==> config.mk <==
export PLATFORM = sky130hd
export DESIGN_NAME = pwm_multi_gen
export DESIGN_NICKNAME = d
export VERILOG_FILES = /design/src/rtl/pwm_pkg.sv /design/src/rtl/pwm_deadtime.sv /design/src/rtl/pwm_multi_gen.sv
export SDC_FILE = /design/constraint.sdc
export NUM_CORES = 1
export LEC_CHECK = 0
export CELL_PAD_IN_SITES_DETAIL_PLACEMENT = 2
export CELL_PAD_IN_SITES_GLOBAL_PLACEMENT = 2
export CORE_MARGIN = 2
export CORE_UTILIZATION = 30
export DETAILED_ROUTE_END_ITERATION = 10
export PLACE_DENSITY_LB_ADDON = 0.1
export SLEW_MARGIN = 20
export SYNTH_ARGS = -nofsm -noshare
export SYNTH_HDL_FRONTEND = slang
export SYNTH_SLANG_ARGS = --single-unit
==> constraint.sdc <==
create_clock -name clk -period 9.7 [get_ports clk]
set_input_delay 1.455 -clock clk [delete_from_list [all_inputs] [get_ports clk]]
set_output_delay 1.455 -clock clk [all_outputs]
set_load 0.03 [all_outputs]
==> src/rtl/pwm_pkg.sv <==
// pwm_pkg: shared encodings for the multi-channel PWM core.
package pwm_pkg;
    typedef enum logic [1:0] {CNT_UP = 2'b00, CNT_DOWN = 2'b01, CNT_CENTER = 2'b10} cnt_mode_t;
    typedef enum logic [1:0] {FN_LEFT = 2'b00, FN_RIGHT = 2'b01, FN_WINDOW = 2'b10, FN_RSVD = 2'b11} fn_t;
endpackage

==> src/rtl/pwm_deadtime.sv <==
// pwm_deadtime: complementary output pair with rising-edge dead-time insertion.
module pwm_deadtime #(
    parameter int DT_W = 8
) (
    input  logic            clk,
    input  logic            rst,
    input  logic            en,
    input  logic            r,
    input  logic [DT_W-1:0] deadtime,
    output logic            hi,
    output logic            lo
);
    localparam logic [DT_W-1:0] DT_ONE = {{(DT_W-1){1'b0}}, 1'b1};
    logic [DT_W-1:0] hcnt, lcnt;
    // Each counter holds how many consecutive enabled cycles its side has been asserted.
    always_ff @(posedge clk or posedge rst) begin
        if (rst) begin
            hcnt <= '0;
            lcnt <= '0;
        end else begin
            hcnt <= !(en && r) ? '0 : &hcnt ? hcnt : hcnt + DT_ONE;
            lcnt <= !(en && !r) ? '0 : &lcnt ? lcnt : lcnt + DT_ONE;
        end
    end
    assign hi = !rst && en && r && hcnt >= deadtime;
    assign lo = !rst && en && !r && lcnt >= deadtime;
endmodule

==> src/rtl/pwm_multi_gen.sv <==
// pwm_multi_gen: shared prescaled up/down/centre timebase driving NUM_CH
// double-buffered PWM channels with complementary dead-time outputs.
module pwm_multi_gen
    import pwm_pkg::*;
#(
    parameter int NUM_CH = 4,
    parameter int CNT_W  = 16,
    parameter int DT_W   = 8
) (
    input  logic                    clk,
    input  logic                    rst,
    input  logic                    en,
    input  logic                    count_reset,
    input  logic [1:0]              cnt_mode,
    input  logic [7:0]              prescale,
    input  logic [CNT_W-1:0]        period,
    input  logic [NUM_CH-1:0]       ch_en,
    input  logic [NUM_CH*CNT_W-1:0] cmp1,
    input  logic [NUM_CH*CNT_W-1:0] cmp2,
    input  logic [NUM_CH*2-1:0]     func,
    input  logic [DT_W-1:0]         deadtime,
    input  logic                    update_req,
    output logic [CNT_W-1:0]        count_val,
    output logic                    period_evt,
    output logic                    update_done,
    output logic [NUM_CH-1:0]       pwm_out,
    output logic [NUM_CH-1:0]       pwm_out_n
);
    localparam logic [CNT_W-1:0] ONE = {{(CNT_W-1){1'b0}}, 1'b1};
    logic [7:0] psc;
    logic dir_up, dir_nxt, pending, tick, at_end, load, is_down, is_ctr;
    logic [CNT_W-1:0] per_sh, new_per, cnt_nxt;
    logic [NUM_CH*CNT_W-1:0] c1_sh, c2_sh;
    logic [NUM_CH*2-1:0] fn_sh;

    assign is_down = cnt_mode == CNT_DOWN;
    assign is_ctr = cnt_mode == CNT_CENTER;
    assign tick = en && psc == prescale;
    assign at_end = per_sh == '0 || (is_down ? count_val == '0 :
                    is_ctr ? (count_val == '0 && !dir_up) : count_val == per_sh);
    assign period_evt = !rst && tick && !count_reset && at_end;
    assign load = count_reset || (period_evt && (pending || update_req));
    assign new_per = load ? period : per_sh;

    always_comb begin
        cnt_nxt = count_val;
        dir_nxt = dir_up;
        if (is_ctr) begin
            if (per_sh == '0) begin
                cnt_nxt = '0;
                dir_nxt = 1'b1;
            end else if (dir_up) begin
                cnt_nxt = count_val >= per_sh ? per_sh - ONE : count_val + ONE;
                dir_nxt = count_val < per_sh;
            end else begin
                cnt_nxt = count_val == '0 ? ONE : count_val - ONE;
                dir_nxt = count_val == '0;
            end
        end else if (is_down) begin
            cnt_nxt = count_val == '0 ? new_per : count_val - ONE;
        end else begin
            cnt_nxt = count_val == per_sh ? '0 : count_val + ONE;
        end
    end

    always_ff @(posedge clk or posedge rst) begin
        if (rst) begin
            psc <= '0;
            count_val <= '0;
            dir_up <= 1'b1;
            pending <= 1'b0;
            update_done <= 1'b0;
            per_sh <= '0;
            c1_sh <= '0;
            c2_sh <= '0;
            fn_sh <= '0;
        end else begin
            update_done <= load;
            pending <= !load && (pending || update_req);
            if (load) begin
                per_sh <= period;
                c1_sh <= cmp1;
                c2_sh <= cmp2;
                fn_sh <= func;
            end
            if (count_reset) begin
                psc <= '0;
                dir_up <= 1'b1;
                count_val <= is_down ? period : '0;
            end else if (en) begin
                psc <= tick ? '0 : psc + 8'd1;
                if (tick) begin
                    count_val <= cnt_nxt;
                    dir_up <= dir_nxt;
                end
            end
        end
    end

    for (genvar i = 0; i < NUM_CH; i++) begin : g_ch
        logic [CNT_W-1:0] c1, c2;
        logic [1:0] fn;
        logic raw, r;
        assign c1 = c1_sh[i*CNT_W +: CNT_W];
        assign c2 = c2_sh[i*CNT_W +: CNT_W];
        assign fn = fn_sh[i*2 +: 2];
        // A window with c2 <= c1 has no count satisfying both bounds, so it stays low.
        assign raw = fn == FN_LEFT ? count_val < c1 :
                     fn == FN_RIGHT ? count_val >= c1 :
                     fn == FN_WINDOW ? (count_val >= c1 && count_val < c2) : 1'b0;
        always_ff @(posedge clk or posedge rst) begin
            if (rst) r <= 1'b0;
            else r <= raw;
        end
        pwm_deadtime #(.DT_W(DT_W)) u_dt (
            .clk(clk),
            .rst(rst),
            .en(ch_en[i]),
            .r(r),
            .deadtime(deadtime),
            .hi(pwm_out[i]),
            .lo(pwm_out_n[i])
        );
    end
endmodule

Word-level counts from Yosys, hierarchy flattened
Cells that the tools add are included.
{ "classes": {"n_reduce_logical": 69, "order_cmp": 22, "eq_ne": 20, "n_mux": 52, "add_sub_neg": 12} }
{ "ops": {"columns": ["cell", "n"], "rows": [
  ["$mux 16", 13],
  ["$mux 8", 19],
  ["$lt 16x16->1", 9],
  ["$ge 16x16->1", 5],
  ["$add 8x1->8 const B", 9],
  ["$ge 8x8->1", 8],
  ["$reduce_and 8->1", 8],
  ["$logic_and 1x1->1", 39],
  ["$logic_not 16->1", 2],
  ["$sub 16x1->16 const B", 2],
  ["$mux 1", 20],
  ["$add 16x1->16 const B", 1],
  ["$eq 16x16->1", 1],
  ["$ne 2x2->1 const B", 8],
  ["$eq 2x1->1 const B", 5],
  ["$eq 2x2->1 const B", 5],
  ["$eq 8x8->1", 1],
  ["$logic_not 1->1", 8],
  ["$logic_not 2->1", 4],
  ["$reduce_bool 2->1", 3],
  ["$logic_or 1x1->1", 3],
  ["$reduce_and 3->1", 1],
  ["$reduce_and 2->1", 1]
]} }
{ "totals": {"regBits": 247, "output_inout_bits": 26, "in_bits": 179} }

Longest topological paths before layout
Gate-level depths: netlist of run 1.
{ "depth": {"ltp_word": 15, "mapped_depth": 13} }

By module
A second synthesis of run 1 with hierarchy kept.
{ "hier_totals": {"cells_unflattened": 1822, "hier_area_um2": 17330.4} }
{ "by_module_without_submodules": {"columns": ["mod", "cells_per_inst", "area_each_um2", "n_inst"], "rows": [
  ["pwm_multi_gen", 1278, 12660.9, 1],
  ["pwm_deadtime", 136, 1167.4, 4]
]} }

Least setup slack after synthesis of run 1
No wires, ideal clock.
{ "synth_timing": {"path_kind": "flip-flop to output port", "start": "register count_val[0]", "end": "output port period_evt", "stages_incl_launch_ff": 10, "t_arrival_ns": 3.531, "setup_slack_ns": 4.714, "path_buffers": 2, "t_required_ns": 8.245, "path_cell_list": "dfrtp_1 > clkbuf_1 > inv_1 > ha_1 > or4b_4 > or3_4 > nand2b_1 > buf_6 > o21ai_2 > nor4b_1"} }
{ "synth_via": {"elab_chain_len": 6} }
{ "synth_rtl": {"columns": ["element", "line", "rtl"], "rows": [
  ["from (decl)", "pwm_multi_gen.sv:23", "output logic [CNT_W-1:0] count_val,"],
  ["from (signal assigned)", "pwm_multi_gen.sv:89", "count_val <= is_down ? period : '0;"],
  ["from (signal assigned)", "pwm_multi_gen.sv:93", "count_val <= cnt_nxt;"],
  ["$logic_not 16->1", "pwm_multi_gen.sv:39, pwm_multi_gen.sv:40", null],
  ["$logic_and 1x1->1", "pwm_multi_gen.sv:40", "is_ctr ? (count_val == '0 && !dir_up) : count_val == per_sh);"],
  ["$mux 1", "pwm_multi_gen.sv:40", null],
  ["$mux 1 (*)", "pwm_multi_gen.sv:39", "assign at_end = per_sh == '0 || (is_down ? count_val == '0 :"],
  ["$logic_or 1x1->1 (*)", "pwm_multi_gen.sv:39", null],
  ["$logic_and 1x1->1 (*)", "pwm_multi_gen.sv:41", "assign period_evt = !rst && tick && !count_reset && at_end;"],
  ["to (decl)", "pwm_multi_gen.sv:24", "output logic period_evt,"]
]} }
Mark *: on every way between the ends. The rest lies on a longest branch, timed or not.

Worst setup path after layout of run 1
{ "layout_timing": {"start": "input port deadtime[0]", "end": "output port pwm_out[2]"} }
{ "layout_via": {"elab_chain_len": 2} }
{ "layout_rtl": {"columns": ["element", "line", "rtl"], "rows": [
  ["from (decl)", "pwm_multi_gen.sv:21", "input logic [DT_W-1:0] deadtime,"],
  ["$ge 8x8->1", "pwm_deadtime.sv:25", "assign hi = !rst && en && r && hcnt >= deadtime;"],
  ["$logic_and 1x1->1", "pwm_deadtime.sv:25", null],
  ["to (decl)", "pwm_multi_gen.sv:26", "output logic [NUM_CH-1:0] pwm_out,"]
]} }
Every way passes these cells.

==> flow_summary_export.csv, run 1 <==
group,metric,value,unit
floorplanning,fp.dieArea,57400,um^2
setup_path,cpMostUsedCell,"a21o_1",
final_layout,fillers,5930,
sta,finClkSkew,0.0234,ns
sta,tns,0,ns
grt,grt_max_degree,154,
logic_synthesis,synth_edf_count,0,
grt,grt.total_usage,20.5,%
logic_synthesis,yosysMostFrequentCell,"dfrtp_1",
setup_path,cp-end-kind,"primary output",
sta,grt_setup_unrepaired,"false",
logic_synthesis,synth_top_area_share,37.0,%
sta,slew_viol_final,0,
floorplanning,initial_utilization,30.3,%
setup_path,slowest_delay,0.81,ns
routing,antenna_left,0,
grt,antenna_found_initial,5,
logic_synthesis,synth-seq-area-share,37.1,%
logic_synthesis,synth.avg_cell_area,9.87,um^2
routing,drtPass1Iterations,4,
routing,vias,13700,
cts,path_clk_slew,0.05,ns
power_and_ir_drop,powerDensity,165,nW/um^2
logic_synthesis,yosys_register_bits,247,
setup_path,cpMaxStageDelayCell,"clkdlybuf4s50_1",
setup_path,worstPathRequired,8.25,ns
sta,setup_violations,0,
cts,cts.sinks,247,
logic_synthesis,synthTopCellsByArea,"dfrtp_1, ha_1, mux2_2, inv_1, nor2_1",
logic_synthesis,synthTopCellsByCount,"dfrtp_1, ha_1, inv_1, mux2_2, nor2_1",
sta,slew_headroom,17.2,%
cts,h-tree-depth,2,
logic_synthesis,synth_top_cell_by_area,"dfrtp_1",
sta,clock.fmax,161,MHz
logic_synthesis,synth_flop_cell,"dfrtp_1",
floorplanning,fp.dieW,240,um
cts,cts_buffer_depth,3,
run_status,outcome,"finished clean",
placement,gp_congestion,0.813,
floorplanning,rows,86,
power_and_ir_drop,peakVddDrop,0.117,mV
final_layout,seqCellArea,6180,um^2
placement,port_buffers,204,
power_and_ir_drop,total_power,3.43,mW
routing,drc_errors,0,
routing,drt-initial-drc-count,403,
routing,wl,57800,um
routing,avgViaCountPerCell,5.12,
floorplanning,io_pins,205,
sta,hold_viol_final,0,
cts,postCtsSetupBuffers,0,
floorplanning,core_area,55000,um^2
setup_path,cp-start-kind,"primary input",
job,cap_violations,0,
sta,period_share,64.0,%
logic_synthesis,synthArstFlopShare,100,%
final_layout,fin_nets,2291,
logic_synthesis,netlist_area,16700,um^2
grt,grt_pass1_wl,89300,um
cts,root_buffer,"clkbuf_16",
final_layout,area_growth,24.7,%
final_layout,drive_above_1_share,13.0,%
placement,dp_hpwl,41200,um
routing,wl_per_cell,21.6,um
grt,overflow,0,
cts,cts_buffers,35,
sta,fin_crit,6.21,ns
logic_synthesis,synth_fp_nets,2083,
cts,worst_skew_pair.late_latency,0.55,ns
logic_synthesis,synthCells,1688,
setup_path,critical_path_peak_fanout,8,
floorplanning,die_h,240,um
logic_synthesis,ys_warn_count,0,
final_layout,multi_input_area,9620,um^2
cts,cts_tree,"done",
cts,cts_hold_buffers,0,
setup_path,cp.arrival,4.75,ns
setup_path,path_cells,"clkdlybuf4s50_1, ha_1, nand2b_1, a21o_1, a21o_1, a21o_1, a21oi_1, nor2b_1, o21ai_0, a2111oi_0, clkdlybuf4s50_1",
power_and_ir_drop,p_leak,9.69,nW
logic_synthesis,yosysUniqueCellTypes,68,
cts,cts_resized,0,
setup_path,worstSetupPathType,"in2out",
min_path,min_path_type,"reg2reg",
sta,tightest_slew,1.24,ns
grt,grt_pass1_vias,15100,
registers in the layout (all words and copies together) (netlist names):
register / count
update_done: 1
pending: 1
g_ch.u_dt.hcnt: 32
dir_up: 1
per_sh: 16
c2_sh: 64
g_ch.u_dt.lcnt: 32
fn_sh: 8
g_ch.r: 4
psc: 8
count_val: 16
c1_sh: 64
report_power, final:
group	switching (mW)	internal (mW)	leakage, nW	total (mW)
clock	0.505	0.804	0.584	1.31
sequential	0.0667	1.12	3.05	1.19
combinational	0.526	0.410	6.06	0.936
kinds of logic after synthesis:
family / after synthesis / synth area share [%]
and+or+nand+nor: 449 / 13.5
AOI/OAI and AO/OA: 320 / 12.8
DFF: 247 / 37.1
buffers and inverters: 217 / 5.28
adders and majority gates: 216 / 16.2
muxes: 169 / 11.4
xor gates and xnor gates: 70 / 3.68
cell usage in the layout (no fill, tap or decap), types with 14 or more instances in the layout:
cell,count
ha_1,216
inv_1,160
nand2b_1,32
nor2_1,141
and3_1,22
clkbuf_16,36
nand4_1,29
mux2_2,153
nand3_1,52
xor2_1,33
xnor2_1,37
a221oi_1,17
nor3_1,27
clkdlybuf4s50_1,204
a21o_1,63
nand2_1,71
a21oi_1,77
o21ai_0,65
dfrtp_1,246
buf_4,21
mux2i_1,14
nor2b_1,16
critical path: cells and delay by family:
family	cells	cell delay [ns]
adders and majority gates	1	0.40
AOI/OAI and AO/OA	6	1.25
buffers and inverters	2	1.45
and+or+nand+nor	2	0.20
metrics by stage:
stage / hold WS [ns] / worst slack, ns / util [%] / instance area [um^2] / cells
2_1_floorplan: 0.461 / 1.29 / - / 16700 / 1688
3_3_place_gp: 0.486 / 3.43 / 35.6 / 19600 / 2607
3_5_place_dp: 0.494 / 3.44 / 35.6 / 19600 / 2607
4_1_cts: 0.507 / 3.43 / 37.8 / 20800 / 2668
5_1_grt: 0.521 / 3.25 / 37.8 / 20800 / 2668
6_report: 0.504 / 3.49 / 37.8 / 20800 / 2670
per-layer routing:
layer,GRT usage (%),wire length [um],up-vias
met5,0,43,-
met4,5.93,1420,8
met3,3.20,2680,90
met2,34.8,27600,213
met1,26.8,26000,6911
li1,-,-,6437
worst paths after layout:
check | endpoint | depth (start not counted) | startpoint | slack (ns)
worst min register to register | c2_sh[43]$_DFFE_PP0N_ | 1 | c2_sh[43]$_DFFE_PP0N_ | 0.50
min in group asynchronous | count_val[4]$_DFFE_PP0P_ | 3 | rst | 1.58
worst max register to register | count_val[1]$_DFFE_PP0P_ | 12 | count_val[0]$_DFFE_PP0P_ | 4.90
worst min-delay path | c2_sh[43]$_DFFE_PP0N_ | 1 | c2_sh[43]$_DFFE_PP0N_ | 0.50
worst max-delay path | pwm_out[2] | 11 | deadtime[0] | 3.49
max in group asynchronous | g_ch[2].u_dt.lcnt[7]$_DFFE_PP0P_ | 4 | rst | 6.92
cell type report:
class	count	share of cell area, %
well taps	748	4.51
clock buffers	54	5.29
multi-input cells	1224	46.3
inverters	161	2.95
diodes	2	0.0241
clock inverters	7	0.361
repair buffers	227	10.8
flip-flops and latches	247	29.8
No activity file was read; power rests on OpenSTA's default activity.
==> run 2: changes to the inputs <==
Clock period 9.7 ns to 5.3 ns, I/O delays scaled along.
==> run 2 against run 1 <==
Net effect: first-iteration DRC count is 48% higher; critical endpoint is now period_evt; largest cell class unchanged; clock power increased by 78%; hold slack worse by 0.0020 ns; core utilization about the same.
==> flow_summary_export.csv, run 2 (same netlist as run 1, synthesis figures left out) <==
group,metric,value,unit
run_status,outcome,"finished clean",
routing,wl,58600,um
floorplanning,fp.dieW,240,um
setup_path,critical_path_peak_fanout,8,
min_path,hold_end,"c1_sh[2]$_DFFE_PP0N_",
sta,tightest_slew,1.02,ns
power_and_ir_drop,powerDensity,300,nW/um^2
final_layout,drive_above_1_share,12.9,%
job,cap_violations,0,
cts,cts.sinks,247,
final_layout,reg_top3,"c1_sh x64, c2_sh x64",
sta,slew_headroom,31.8,%
sta,setup_violations,0,
grt,antenna_found_initial,1,
setup_path,worstSetupPathType,"reg2out",
setup_path,r2r-start,"count_val[5]$_DFFE_PP0P_",
cts,postCtsSetupBuffers,0,
min_path,min_delay_path_depth,1,
floorplanning,die_h,240,um
sta,hold_viol_final,0,
setup_path,path_cells,"inv_1, ha_1, or4b_4, or3_4, nand2b_1, o21ai_2, nor4b_1, clkdlybuf4s50_1",
cts,cts_buffer_depth,3,
sta,finClkSkew,0.0174,ns
cts,worst_skew_pair.late_latency,0.54,ns
grt,grt.total_usage,20.9,%
grt,overflow,0,
min_path,min_path_type,"reg2reg",
cts,cts_resized,0,
final_layout,area_growth,24.8,%
power_and_ir_drop,total_power,6.24,mW
floorplanning,core_area,55000,um^2
setup_path,critPathTopFamily,"simple AND/OR/NAND/NOR gates",
power_and_ir_drop,p_leak,9.70,nW
final_layout,final_cell_mix,"dfrtp_1, ha_1, clkdlybuf4s50_1, inv_1, mux2_2",
final_layout,antenna_cells,0,
grt,grt_max_degree,122,
power_and_ir_drop,peakVddDrop,0.164,mV
setup_path,r2r_end,"c2_sh[52]$_DFFE_PP0N_",
floorplanning,initial_utilization,30.3,%
min_path,min_from,"c1_sh[2]$_DFFE_PP0N_",
routing,vias,13800,
setup_path,cpMaxStageDelayCell,"clkdlybuf4s50_1",
setup_path,cp-start-kind,"flop",
sta,period_share,89.9,%
setup_path,path_buf_inv,2,
routing,wl_per_cell,21.9,um
cts,cts_tree,"done",
grt,grt_pass1_vias,15500,
setup_path,worstPathRequired,4.51,ns
sta,clock.fmax,210,MHz
routing,drtPass1Iterations,4,
sta,fin_crit,4.77,ns
placement,dp_hpwl,42800,um
setup_path,cp-end-kind,"primary output",
placement,port_buffers,204,
routing,drt-initial-drc-count,596,
cts,cts_hold_buffers,0,
sta,grt_setup_unrepaired,"false",
grt,grt_pass1_wl,90900,um
floorplanning,rows,86,
setup_path,reg2reg_depth,10,
routing,antenna_left,0,
cts,root_buffer,"clkbuf_16",
floorplanning,fp.dieArea,57400,um^2
setup_path,worst-r2r-setup-slack,1.23,ns
cts,cts_buffers,36,
setup_path,slowest_delay,0.74,ns
final_layout,final_common_cell,"dfrtp_1",
setup_path,cp.arrival,3.97,ns
placement,gp_congestion,0.822,
final_layout,fin_nets,2300,
cts,h-tree-depth,2,
floorplanning,io_pins,205,
cts,path_clk_slew,0.06,ns
routing,avgViaCountPerCell,5.17,
sta,slew_viol_final,0,
sta,tns,0,ns
routing,drc_errors,0,
[run 2: cell count changes in the layout (fill, tap and decap cells not counted), moves of 2 or more]
cell / before / now
buf_12: 2 / 5
clkinv_2: 4 / 2
diode_2: 2 / 0
clkbuf_8: 13 / 7
buf_4: 21 / 26
clkbuf_1: 5 / 11
[run 2: power breakdown]
group          internal, mW  switching (mW)
Clock                  1.42           0.916
Sequential             2.06           0.144
Combinational         0.753           0.948
Total                  4.23            2.01
[run 2: area by class of cell]
type                            count  area [um^2]
Clock inverter                      4         48.8
Tap cell                          748          936
Inverter                          161          608
Timing Repair Buffer              235         2340
Multi-Input combinational cell   1224         9620
Clock buffer                       55         1060
Fill cell                        5944        34200
Sequential cell                   247         6180
[run 2: how the worst max path moves through the flow]
| stage | end | cells after the start | start |
|---|---|---|---|
| floorplan | period_evt | 9 | count_val[0]$_DFFE_PP0P_ |
| global placement | pwm_out_n[3] | 11 | deadtime[0] |
| detailed placement | pwm_out[0] | 12 | deadtime[0] |
| CTS | period_evt | 8 | count_val[1]$_DFFE_PP0P_ |
| global route | pwm_out[0] | 12 | deadtime[0] |
| finish | period_evt | 8 | count_val[1]$_DFFE_PP0P_ |
[run 2: metrics by stage]
stage	util [%]	cell area [um^2]	hold slack [ns]	setup slack (ns)	cells
after global routing	37.8	20800	0.516	0.321	2674
after detailed placement	35.8	19700	0.494	0.571	2615
after CTS	37.8	20800	0.506	0.487	2674
after global placement	35.8	19700	0.481	0.627	2615
after floorplan	-	16700	0.461	0.974	1688
final	37.8	20800	0.502	0.533	2674
[run 2: worst register-to-register path: stages, from the launching register on]
cell and delay [ns]:
dfrtp_1 0.44, buf_4 0.41, ha_1 0.36, and4_1 0.29
and4_1 0.29, a32oi_1 0.27, o21ai_2 0.13, a21oi_4 0.81
buf_12 0.32, buf_4 0.26, mux2_2 0.36
[run 2: routing by layer]
layer  up-vias  routed length [um]  track usage [%]
met4         2                1350             5.81
met3        75                2080             2.88
met2       227               28600             36.4
met1      7073               26500             26.8
met5         -                  11                0
li1       6440                   -                -
==> run 3: changes to the inputs <==
Settings changed: CORE_ASPECT_RATIO set to 1.1, SYNTH_HIERARCHICAL set to 1.
==> run 3 against run 2 <==
Net effect: design area increased by 3.9%; clock skew increased by 0.013 ns; power decreased by 7.2%; sequential share of layout area decreased by 1.1 points; register-to-register slack improved by 0.12 ns; count of clock-buffer cells in the layout decreased by 6; via count increased by 7.5%; routed wire length increased by 10%; first-iteration DRC count decreased by 17%; fmax increased by 3.3%; sequential power decreased by 2%.
==> flow_summary_export.csv, run 3 <==
group,metric,value,unit
cts,cts.sinks,247,
routing,wl,64600,um
setup_path,worstSetupStartpoint,"count_val[0]$_DFFE_PP0P_",
floorplanning,core_area,57200,um^2
power_and_ir_drop,p_sw_share,30.2,%
cts,postCtsSetupBuffers,0,
grt,overflow,0,
floorplanning,initial_utilization,30.3,%
setup_path,slowest_delay,0.81,ns
power_and_ir_drop,powerDensity,268,nW/um^2
final_layout,drive_above_1_share,13.1,%
logic_synthesis,yosysUniqueCellTypes,72,
logic_synthesis,synthArstFlopShare,100,%
cts,root_buffer,"clkbuf_16",
placement,gp_congestion,0.853,
final_layout,fin_nets,2443,
sta,clock.fmax,217,MHz
sta,hold_slack,0.490,ns
cts,cts_resized,0,
placement,port_buffers,204,
sta,tns,0,ns
logic_synthesis,synth_fp_nets,2219,
power_and_ir_drop,power_switching,1.75,mW
final_layout,area_growth,24.7,%
logic_synthesis,yosysMostFrequentCell,"dfrtp_1",
floorplanning,die_h,256,um
min_path,min_delay_path_depth,1,
grt,grt.total_usage,21.9,%
min_path,min_from,"fn_sh[7]$_DFFE_PP0N_",
power_and_ir_drop,p_int,4.04,mW
sta,grt_setup_unrepaired,"false",
setup_path,cpMaxStageDelayCell,"clkdlybuf4s50_1",
sta,period_share,87.1,%
logic_synthesis,synth_top_area_share,35.5,%
routing,wl_per_cell,22.8,um
floorplanning,rows,92,
setup_path,reg2reg_depth,9,
job,cap_violations,0,
min_path,min_path_type,"reg2reg",
setup_path,worst-path-stages,7,
routing,avgViaCountPerCell,5.25,
sta,setup_violations,0,
run_status,outcome,"finished clean",
logic_synthesis,netlist_area,17300,um^2
final_layout,final_common_cell,"dfrtp_1",
cts,cts_hold_buffers,0,
final_layout,post-route-util,37.8,%
power_and_ir_drop,total_power,5.78,mW
sta,tightest_slew,0.838,ns
setup_path,path_buf_inv,2,
power_and_ir_drop,peakVddDrop,0.191,mV
sta,slew_headroom,43.5,%
final_layout,reg_top3,"c1_sh x64, c2_sh x64",
final_layout,fillers,6197,
power_and_ir_drop,seqPwrFrac,37.2,%
logic_synthesis,synthTopCellsByArea,"dfrtp_1, ha_1, mux2_2, inv_1, nor2_1",
grt,grt_pass1_wl,99400,um
setup_path,worstSetupPathType,"reg2out",
sta,hold_viol_final,0,
logic_synthesis,synth_top_cell_by_area,"dfrtp_1",
floorplanning,io_pins,205,
routing,drc_errors,0,
sta,finClkSkew,0.0303,ns
sta,fin_crit,4.62,ns
routing,vias,14800,
grt,grt_max_degree,68,
power_and_ir_drop,pwr-share-clk,42.3,%
grt,grt_pass1_vias,16600,
cts,cts_buffers,35,
setup_path,cp-end-kind,"primary output",
floorplanning,fp.dieArea,59700,um^2
logic_synthesis,ys_warn_count,6,
grt,antenna_found_initial,17,
logic_synthesis,synth-seq-area-share,35.7,%
power_and_ir_drop,p_leak,9.89,nW
setup_path,critical_path_peak_fanout,8,
logic_synthesis,synth_flop_cell,"dfrtp_1",
setup_path,cp-start-kind,"flop",
setup_path,path_cells,"inv_1, ha_1, nor4b_4, and4_1, a221oi_2, nor3_1, clkdlybuf4s50_1",
final_layout,final_cell_mix,"dfrtp_1, ha_1, inv_1, clkdlybuf4s50_1, nor2_1",
setup_path,r2r-start,"count_val[0]$_DFFE_PP0P_",
routing,drt-initial-drc-count,495,
logic_synthesis,synthTopCellsByCount,"dfrtp_1, ha_1, inv_1, nor2_1, mux2_2",
logic_synthesis,synth.avg_cell_area,9.51,um^2
placement,dp_hpwl,48800,um
routing,drtPass1Iterations,4,
cts,worst_skew_pair.late_latency,0.57,ns
setup_path,critPathTopFamily,"simple AND/OR/NAND/NOR gates",
power_and_ir_drop,combPwrFrac,20.5,%
cts,h-tree-depth,2,
logic_synthesis,yosys_register_bits,247,
cts,cts_tree,"done",
cts,path_clk_slew,0.06,ns
floorplanning,fp.dieW,233,um
cts,cts_buffer_depth,3,
logic_synthesis,synthCells,1822,
setup_path,worstPathRequired,4.51,ns
setup_path,cp.arrival,3.82,ns
sta,slew_viol_final,0,
routing,antenna_left,0,
logic_synthesis,synth_edf_count,0,
## run 3: cell types whose count changed after synthesis, moves of 10 or more
cell | previous run | this run
o21ai_0 | 65 | 51
nor3_1 | 28 | 52
nand2_1 | 71 | 106
a21o_1 | 63 | 22
o211ai_1 | 5 | 20
nand3_1 | 52 | 40
a31oi_1 | 6 | 16
a221oi_1 | 17 | 4
nor2_1 | 141 | 162
xor2_1 | 33 | 22
a211oi_1 | 13 | 44
inv_1 | 161 | 205
## run 3: final cells by class
type,instances,area (um^2),share of cell area (%)
Sequential cell,247,6180,28.6
Clock inverter,15,168,0.776
Multi-Input combinational cell,1313,10100,46.9
Timing Repair Buffer,243,2370,11.0
Tap cell,752,941,4.36
Antenna cell,4,10.0,0.0463
Clock buffer,49,1030,4.76
Inverter,206,777,3.60
## run 3: kinds of logic after synthesis
| family | Yosys count | synth area share, % |
|---|---|---|
| DFF | 247 | 35.7 |
| muxes | 173 | 11.2 |
| and+or+nand+nor | 524 | 15.2 |
| adders and majority gates | 218 | 15.7 |
| buffers and inverters | 262 | 5.94 |
| AOI/OAI and AO/OA | 333 | 13.0 |
| xor gates and xnor gates | 65 | 3.28 |
## run 3: power groups by stage
stage               Clock [mW]  Combinational [mW]  Sequential [mW]
floorplan                    0               0.702             2.16
global placement             0                1.15             2.18
detailed placement           0                1.20             2.19
CTS                       2.54                1.21             2.15
global route              2.61                1.32             2.17
finish                    2.45                1.18             2.15
## run 3: per-layer routing
metal,wire length (um),up-vias,global-route usage [%]
met5,151,-,0
met4,1980,24,7.40
met3,3660,121,5.51
met2,32200,275,38.2
met1,26700,7443,26.0
li1,-,6986,-
## run 3: final timing paths
| path | end | slack, ns |
|---|---|---|
| max | period_evt | 0.68 |
| min | g_ch[3].r$_DFF_PP0_ | 0.49 |
| max reg2reg | count_val[10]$_DFFE_PP0P_ | 1.35 |
| min reg2reg | g_ch[3].r$_DFF_PP0_ | 0.49 |
| max in group asynchronous | c1_sh[1]$_DFFE_PP0N_ | 3.54 |
| min in group asynchronous | fn_sh[0]$_DFFE_PP0N_ | 0.86 |
## run 3: metrics by stage
| stage | instances | worst slack [ns] | cell area [um^2] |
|---|---|---|---|
| floorplan | 1822 | 1.90 | 17300 |
| global placement | 2761 | 0.719 | 20400 |
| detailed placement | 2761 | 0.758 | 20400 |
| CTS | 2825 | 0.636 | 21600 |
| global route | 2825 | 0.509 | 21600 |
| finish | 2829 | 0.684 | 21600 |
## run 3: worst reg2reg max path: stages (launching register included)
cell	delay, ns
dfrtp_1	0.39
inv_1	0.39
ha_1	0.26
nor4b_4	0.30
and4_1	0.51
a221oi_2	0.18
o41a_2	0.74
mux2_2	0.38
a2111oi_1	0.45
a211oi_1	0.20
